==> config.mk <==
export PLATFORM = sky130hd
export DESIGN_NAME = dmem_responder
export DESIGN_NICKNAME = d
export VERILOG_FILES = /design/src/rtl/dmem_responder.sv
export SDC_FILE = /design/constraint.sdc
export NUM_CORES = 2
export LEC_CHECK = 0
export CAP_MARGIN = 5
export CORE_UTILIZATION = 25
export CTS_CLUSTER_DIAMETER = 100
export DETAILED_ROUTE_END_ITERATION = 7
export PLACE_DENSITY = 0.35
export SYNTH_ARGS = -nofsm -noshare
export SYNTH_HDL_FRONTEND = slang
export SYNTH_SLANG_ARGS = --single-unit
==> constraint.sdc <==
create_clock -name clk -period 11.9 [get_ports clk]
set_clock_uncertainty 0.1 [all_clocks]
set_input_delay 2.38 -clock clk [delete_from_list [all_inputs] [get_ports clk]]
set_output_delay 2.38 -clock clk [all_outputs]
set_load 0.03 [all_outputs]
==> src/rtl/dmem_responder.sv <==
// ---------------------------------------------------------------------------
// dmem_responder
//   Multi-cycle data-memory responder for the MEM stage. A request from EX/MEM
//   is captured in IDLE. It waits LAT_CYCLES cycles in BUSY and touches the
//   array on the last BUSY edge. It then retires in DONE with a one-cycle
//   mem_ready pulse. The pipeline is held with mem_stall until DONE.
//
//   Handshake: the EX/MEM request (mem_read/mem_write level plus mem_addr,
//   write_data) is sampled only in IDLE. mem_stall is high in that IDLE cycle
//   and through all of BUSY. mem_ready (and mem_err for illegal requests)
//   pulses for exactly one cycle in DONE, where mem_stall is low. The pipeline
//   therefore advances on the DONE edge and the retired request is never
//   resampled.
//
//   Optional feature macro: DMEM_SIZE_EN adds mem_size (func3 encoding) for
//   byte/half/word/double accesses with sign/zero extension and sub-word
//   read-modify-write stores. Without it, every access is a doubleword.
//
// Ports
//   clk        in   1   clock, rising edge
//   reset      in   1   asynchronous, active-low reset
//   mem_addr   in   64  byte address (held stable while mem_stall=1)
//   write_data in   64  store data
//   mem_read   in   1   load request level
//   mem_write  in   1   store request level
//   mem_size   in   3   access size, only with DMEM_SIZE_EN
//   Read_data  out  64  registered load result, valid while mem_ready=1
//   mem_ready  out  1   one-cycle completion pulse
//   mem_stall  out  1   combinational pipeline hold
//   mem_err    out  1   one-cycle illegal-request pulse, aligned with mem_ready
//   dbg_state  out  2   FSM state (0=IDLE, 1=BUSY, 2=DONE)
// ---------------------------------------------------------------------------
module dmem_responder #(
  parameter int LAT_CYCLES  = 3,
  parameter int DEPTH_WORDS = 64,
  parameter int AW          = 6
) (
  input  logic        clk,
  input  logic        reset,
  input  logic [63:0] mem_addr,
  input  logic [63:0] write_data,
  input  logic        mem_read,
  input  logic        mem_write,
`ifdef DMEM_SIZE_EN
  input  logic [2:0]  mem_size,
`endif
  output logic [63:0] Read_data,
  output logic        mem_ready,
  output logic        mem_stall,
  output logic        mem_err,
  output logic [1:0]  dbg_state
);

  typedef enum logic [1:0] {
    S_IDLE = 2'd0,
    S_BUSY = 2'd1,
    S_DONE = 2'd2
  } state_t;

  state_t state_q, state_d;

  logic [3:0]    cnt_q;
  logic [AW-1:0] idx_q;
  logic [63:0]   data_q;
  logic          wr_q;
  logic          err_q;
`ifdef DMEM_SIZE_EN
  logic [2:0]    off_q;
  logic [2:0]    size_q;
`endif

  logic [63:0] mem [DEPTH_WORDS];

  logic        req;
  logic        aligned;
  logic        in_range;
  logic        legal;
  logic        access;
  logic [63:0] cur_word;
  logic [63:0] load_val;
  logic [63:0] store_word;

  // ---------------- request qualification ----------------
  assign req      = mem_read | mem_write;
  assign in_range = (mem_addr[63:AW+3] == '0);

`ifdef DMEM_SIZE_EN
  always_comb begin
    aligned = 1'b0;
    case (mem_size)
      3'd0, 3'd4: aligned = 1'b1;
      3'd1, 3'd5: aligned = (mem_addr[0] == 1'b0);
      3'd2, 3'd6: aligned = (mem_addr[1:0] == 2'b00);
      3'd3:       aligned = (mem_addr[2:0] == 3'b000);
      default:    aligned = 1'b0;  // size 7 has no meaning
    endcase
  end
`else
  assign aligned = (mem_addr[2:0] == 3'b000);
`endif

  assign legal  = req & ~(mem_read & mem_write) & aligned & in_range;

  // The array is touched on the edge that leaves BUSY.
  assign access = (state_q == S_BUSY) && (cnt_q == 4'd0);

  // ---------------- FSM: state register ----------------
  always_ff @(posedge clk or negedge reset) begin
    if (!reset) state_q <= S_IDLE;
    else        state_q <= state_d;
  end

  // ---------------- FSM: next state ----------------
  always_comb begin
    state_d = state_q;
    case (state_q)
      S_IDLE: begin
        if (legal)    state_d = S_BUSY;
        else if (req) state_d = S_DONE;
      end
      S_BUSY:  if (cnt_q == 4'd0) state_d = S_DONE;
      S_DONE:  state_d = S_IDLE;
      default: state_d = S_IDLE;
    endcase
  end

  // ---------------- FSM: outputs ----------------
  always_comb begin
    mem_ready = (state_q == S_DONE);
    mem_err   = (state_q == S_DONE) & err_q;
    mem_stall = ((state_q == S_IDLE) & req) | (state_q == S_BUSY);
    dbg_state = state_q;
  end

  // ---------------- load/store data path ----------------
  assign cur_word = mem[idx_q];

`ifdef DMEM_SIZE_EN
  logic [5:0]  shamt;
  logic [63:0] field;
  logic [63:0] size_mask;
  logic [63:0] wmask;

  always_comb begin
    shamt = {off_q, 3'b000};
    field = cur_word >> shamt;
    size_mask = 64'hFFFF_FFFF_FFFF_FFFF;
    load_val  = field;
    case (size_q[1:0])
      2'd0: begin
        size_mask = 64'h0000_0000_0000_00FF;
        load_val  = size_q[2] ? {56'd0, field[7:0]} : {{56{field[7]}}, field[7:0]};
      end
      2'd1: begin
        size_mask = 64'h0000_0000_0000_FFFF;
        load_val  = size_q[2] ? {48'd0, field[15:0]} : {{48{field[15]}}, field[15:0]};
      end
      2'd2: begin
        size_mask = 64'h0000_0000_FFFF_FFFF;
        load_val  = size_q[2] ? {32'd0, field[31:0]} : {{32{field[31]}}, field[31:0]};
      end
      default: begin
        size_mask = 64'hFFFF_FFFF_FFFF_FFFF;
        load_val  = field;
      end
    endcase
    // Only the addressed bytes change; the rest of the doubleword is kept.
    wmask      = size_mask << shamt;
    store_word = (cur_word & ~wmask) | ((data_q << shamt) & wmask);
  end
`else
  assign load_val   = cur_word;
  assign store_word = data_q;
`endif

  // Capture registers, wait counter and registered load result.
  always_ff @(posedge clk or negedge reset) begin
    if (!reset) begin
      cnt_q     <= 4'd0;
      idx_q     <= '0;
      data_q    <= 64'd0;
      wr_q      <= 1'b0;
      err_q     <= 1'b0;
      Read_data <= 64'd0;
`ifdef DMEM_SIZE_EN
      off_q     <= 3'd0;
      size_q    <= 3'd0;
`endif
    end else begin
      case (state_q)
        S_IDLE: begin
          if (legal) begin
            cnt_q  <= 4'(LAT_CYCLES - 1);
            idx_q  <= mem_addr[AW+2:3];
            data_q <= write_data;
            wr_q   <= mem_write;
            err_q  <= 1'b0;
`ifdef DMEM_SIZE_EN
            off_q  <= mem_addr[2:0];
            size_q <= mem_size;
`endif
          end else if (req) begin
            err_q     <= 1'b1;
            Read_data <= 64'd0;
          end
        end
        S_BUSY: begin
          if (cnt_q != 4'd0) cnt_q <= cnt_q - 4'd1;
          else               Read_data <= wr_q ? 64'd0 : load_val;
        end
        default: ;
      endcase
    end
  end

  // Array has no reset; contents survive reset by design.
  always_ff @(posedge clk) begin
    if (access && wr_q) mem[idx_q] <= store_word;
  end

endmodule

=== Word-level counts from Yosys, hierarchy flattened ===
Memory sizes are Yosys's and may differ from the RTL's.
Index checks and enable logic that the tools add are counted.

* Output and inout port bits: 69
* Bits in writable memories: 4096
* Memories: 1
* Bits in registers: 142

* Add/sub/neg operators: 1
* Equality and inequality tests: 9
* Bitwise logic cells: 9
* Reductions and logical operators: 14
* Mux-type cells: 16

{| class="wikitable"
|+ Memory list
! memory !! words !! width !! rd ports !! clocked after Yosys merged registers in !! write ports !! line !! source
|-
| mem || 64 || 64 || 1 || 0 || 1 || 72 || <nowiki>logic [63:0] mem [DEPTH_WORDS];</nowiki>
|}

{| class="wikitable"
|+ Operators with widths
! cell !! count
|-
| 2-to-1 mux 64 bit || 4
|-
| case mux 64 bit (2 select lines) || 1
|-
| zero test 55 bit || 1
|-
| inequality test 2 bit (second input constant) || 5
|-
| 2-to-1 mux 4 bit || 2
|-
| case mux 4 bit (2 select lines) || 1
|-
| AND 1 bit || 6
|-
| 2-to-1 mux 2 bit || 3
|-
| AND reduction 2 bit || 3
|-
| zero test 4 bit || 1
|-
| 2-to-1 mux 1 bit || 4
|-
| case mux 2 bit (2 select lines) || 1
|-
| AND reduction 4 bit || 1
|-
| nonzero test 2 bit || 2
|-
| nonzero test 4 bit || 1
|-
| subtractor 4 x 1 -> 4 bit (second input constant) || 1
|-
| zero test 3 bit || 1
|-
| inequality test 3 bit (second input constant) || 1
|-
| AND reduction 3 bit || 1
|-
| equality test 2 x 1 -> 1 bit (second input constant) || 1
|-
| equality test 2 bit (second input constant) || 1
|-
| logical AND 1 bit || 2
|-
| zero test 2 bit || 1
|-
| inequality test 2 x 1 -> 1 bit (second input constant) || 1
|-
| other kinds (2) || 3
|}

=== Longest topological paths before layout ===
* Word-level depth: 7
* Gate-level depth with buffers: 11
* Mapped depth without buffers: 8

=== Worst setup path before layout ===
Ideal clock, no wire load.

* Kind: input -> output
* From: input mem_read
* To: output mem_stall
* Path buffers: 0
* Slack: 6312 ps
* Data required time: 9420 ps
* Arrival: 3108 ps
* Cell stages on the path: 3
* Path through: inv_1 > ha_1 > a21oi_1

* Cells in the longest elaborated chain, start to end: 3

{| class="wikitable"
|+ Ends and longest elaborated chain
! element !! line !! source
|-
| from (decl) || 42 || <nowiki>input logic mem_read,</nowiki>
|-
| bitwise OR 1 bit || 84 || <nowiki>assign req = mem_read | mem_write;</nowiki>
|-
| AND 1 bit || 131 || <nowiki>mem_stall = ((state_q == S_IDLE) & req) | (state_q == S_BUSY);</nowiki>
|-
| bitwise OR 1 bit || 131 ||
|-
| to (decl) || 49 || <nowiki>output logic mem_stall,</nowiki>
|}

Every way passes these cells.

=== Final worst setup path ===
* From: input mem_write
* To: output mem_stall

* Cells in the longest elaborated chain, start to end: 3

{| class="wikitable"
|+ Ends and longest elaborated chain
! element !! line !! source
|-
| from (decl) || 43 || <nowiki>input logic mem_write,</nowiki>
|-
| bitwise OR 1 bit || 84 ||
|-
| AND 1 bit || 131 ||
|-
| bitwise OR 1 bit || 131 ||
|}

Every way passes these cells.

==> results.md <==
- Hold Crit Class: register to register
- Vias: 86140
- Post-Syn Nets: about 8600
- Nets: around 9000
- CTS H-tree depth: 5
- Pins Over Slew Limit: 0
- Post-synth top flop: edfxtp_1
- Worst slew pin tran: ~1300 ps
- Unique masters post-synth: 64
- R2r setup slk: between 6000 and 7000 ps
- Critical path class: input port to output port
- Max Fanout on Critical Path: 2
- Worst reg2reg path depth: 11
- Mean area per synthesized cell: between 15 and 20 µm²
- Die height: between 800 and 900 µm
- Maximum capacitance violations: 0
- Final setup margin: ~5400 ps
- Share of cells above drive strength 1: 0.1669
- WL/cell: between 30 and 40 µm
- Area leader, netlist: edfxtp_1
- Mapped Cells: around 8400
- Synth Warn #: 0
- Worst setup EP type: output port
- Final-report setup violation count: 0
- Largest net degree at the start of global routing: between 100 and 150
- CTS tree: built
- DP Cell Count: around 17000
- First-pass GRT wire length: 776000 µm
- First drt pass iteration count: 6
- Post-DP HPWL: 315200 µm
- #FFs+latches synth: ~4200
- Nature of the critical path startpoint: input port
- Top-area cell type share of the netlist area: 0.7639
- Unrepaired setup endpoints after global routing: false
- Worst Hold Path EP: data_q[39]
- Vias in the first global route: between 80000 and 90000
- Dpl ws: 5442 ps
- Hold_sp: data_q[39]
- EDFF count, synth: 4096
- GRT overflow: 0
- CORE AREA: 641200 µm²
- Ys async rst share: 0.03351
- Synth cell count leaders: edfxtp_1, mux2i_1, a221oi_1
- Root Buffer: clkbuf_16
- Initial DRC Count: roughly 7000
- Placement Rows: 294
- Lkg Pwr: around 0.054 µW
- Post-route minimum period: 6463 ps
- CP Data Arrival Time: 3980 ps
- Area grow syn2layout: 17.76%
- Synth Cell Area: between 150000 and 200000 µm²
- CP required: ~9400 ps
- Clk slew on worst S/H paths: around 60 ps
- Routability cong.: about 0.74
- Final hold vios: 0
- Post-CTS Resized: 0
- Cts bufs inserted: 478
- Finished Layout Cells: about 18000
- Die Area: between 600000 and 700000 µm²
- Buffers on Ports: 200
- Max Buffers Root-to-Sink: 4
- Initial antenna violation count: 19
- Hold Path Cell Cnt: 1
- Clock sink count: around 4200
- Hold buffers post-CTS: 0
- Clk_lat worst skew: 1070 ps
- Die W: roughly 800 µm
- Total Power: 30400 µW
- DR vias/cell: 4.821
- Max Fclk: roughly 0.15 GHz
- Post-Layout Inst Area: approximately 190000 µm²
- Most frequent cell after synthesis: edfxtp_1
- Worst vdd rail ir drop: ~140 µV
- Post-CTS setup buffers: 0
- DR DRC count: 0
- Final setup TNS: 0 ps
- Starting Density: 0.2511
- DP Area: around 170000 µm²
- PD cells: 160.4 nW/µm²
- Synth area leaders: edfxtp_1, mux2i_1, mux4_2, a221oi_1, dfrtp_1
- Worst slew margin: 0.1233
- Tcrit/Tclk final: 0.5431
- Reg2reg end: Read_data[21]
- RR Startpoint: idx_q[2]
- GRT Total Usage: 0.1709
- Final WL: ~570000 µm
- Register area share after synthesis: 0.7860
- Post-route ant nets: 0
- Io pins: about 200
- Status: finished clean
how the worst max path moves through the flow:
stage,from,endpoint,slack (ps),cells past startpoint
after global placement,mem_write,mem_stall,5380,5
after floorplan,mem_read,mem_stall,6310,3
after detailed placement,mem_write,mem_stall,5440,5
after global routing,mem_write,mem_stall,5420,5
after CTS,mem_write,mem_stall,5440,5
final,mem_write,mem_stall,5440,5
worst max-delay path, cell delays in order:
cell and delay [ps]:
clkdlybuf4s50_1 490, inv_1 50, ha_1 190, a21oi_1 160, clkdlybuf4s50_1 710
sequential cells by signal, indices dropped and copies added (netlist names):
name and count:
mem 4096, Read_data 64, data_q 64, idx_q 6
cnt_q 4, dbg_state 2, err_q 1, wr_q 1
kinds of logic (layout without fill, tap and decap cells):
logic type | count (synthesis) | after routing | synth area share
flip-flops | 4238 | 4238 | 0.7860
AO/OA/AOI/OAI | 1612 | 1612 | 0.07477
multiplexers | 1153 | 1153 | 0.09741
AND/OR/NAND/NOR | 838 | 838 | 0.02471
buffers and inverters | 579 | 1430 | 0.01682
adder cells (fa/ha/maj) | 2 | 2 | 0.0001554
XOR/XNOR | 2 | 2 | 0.0001088
other | 0 | 10 | 0
report_power, final:
group | switching [µW] | internal, µW | leakage (µW)
combinational | 54.9 | 47.4 | 0.0171
sequential | 2.10 | 16100 | 0.0301
clock | 6170 | 8020 | 0.00733
total | 6220 | 24200 | 0.0545
layout by cell type, fill, tap and decap left out, drive strengths merged, types with 19 or more instances in the layout:
cell	Yosys	final
bufinv	0	21
a41o	56	56
a221oi	487	487
mux2	71	71
buf	322	340
clkdlybuf4s50	0	199
dfrtp	142	142
a31oi	74	74
mux2i	758	758
nand2	195	195
clkbuf	249	608
nor4	71	71
mux4	324	324
a22o	116	116
o22a	128	128
clkinv	0	239
nor2	322	322
nor2b	19	19
o21ai	251	251
nand3	64	64
nand2b	115	115
a22oi	125	125
o22ai	251	251
a21oi	72	72
edfxtp	4096	4096
per-layer routing:
metal  vias up  GRT usage  wire length (µm)
li1      35990          -                 -
met1     47470     0.2304            251800
met3       655    0.02044             21620
met4         0    0.03615             12550
met5         -          0                 0
met2      2025     0.2958            282600
area by class of cell:
| cell class | instances | area (µm²) |
|---|---|---|
| Multi-Input combinational cell | 3607 | 32430 |
| Sequential cell | 4238 | 126600 |
| Inverter | 8 | 37.54 |
| Clock buffer | 608 | 12780 |
| Tap cell | 8584 | 10740 |
| Timing Repair Buffer | 539 | 4720 |
| Fill cell | 62640 | 451600 |
| Antenna cell | 10 | 25.02 |
| Clock inverter | 275 | 2232 |
through the flow:
stage                     hold slack, ps  utilization
after global routing               428.1       0.2957
after global placement             384.7       0.2722
after detailed placement           397.3       0.2722
after CTS                          410.9       0.2956
after floorplan                    357.8            -
final                              410.1       0.2957
Power figures use the tool's default switching activity.
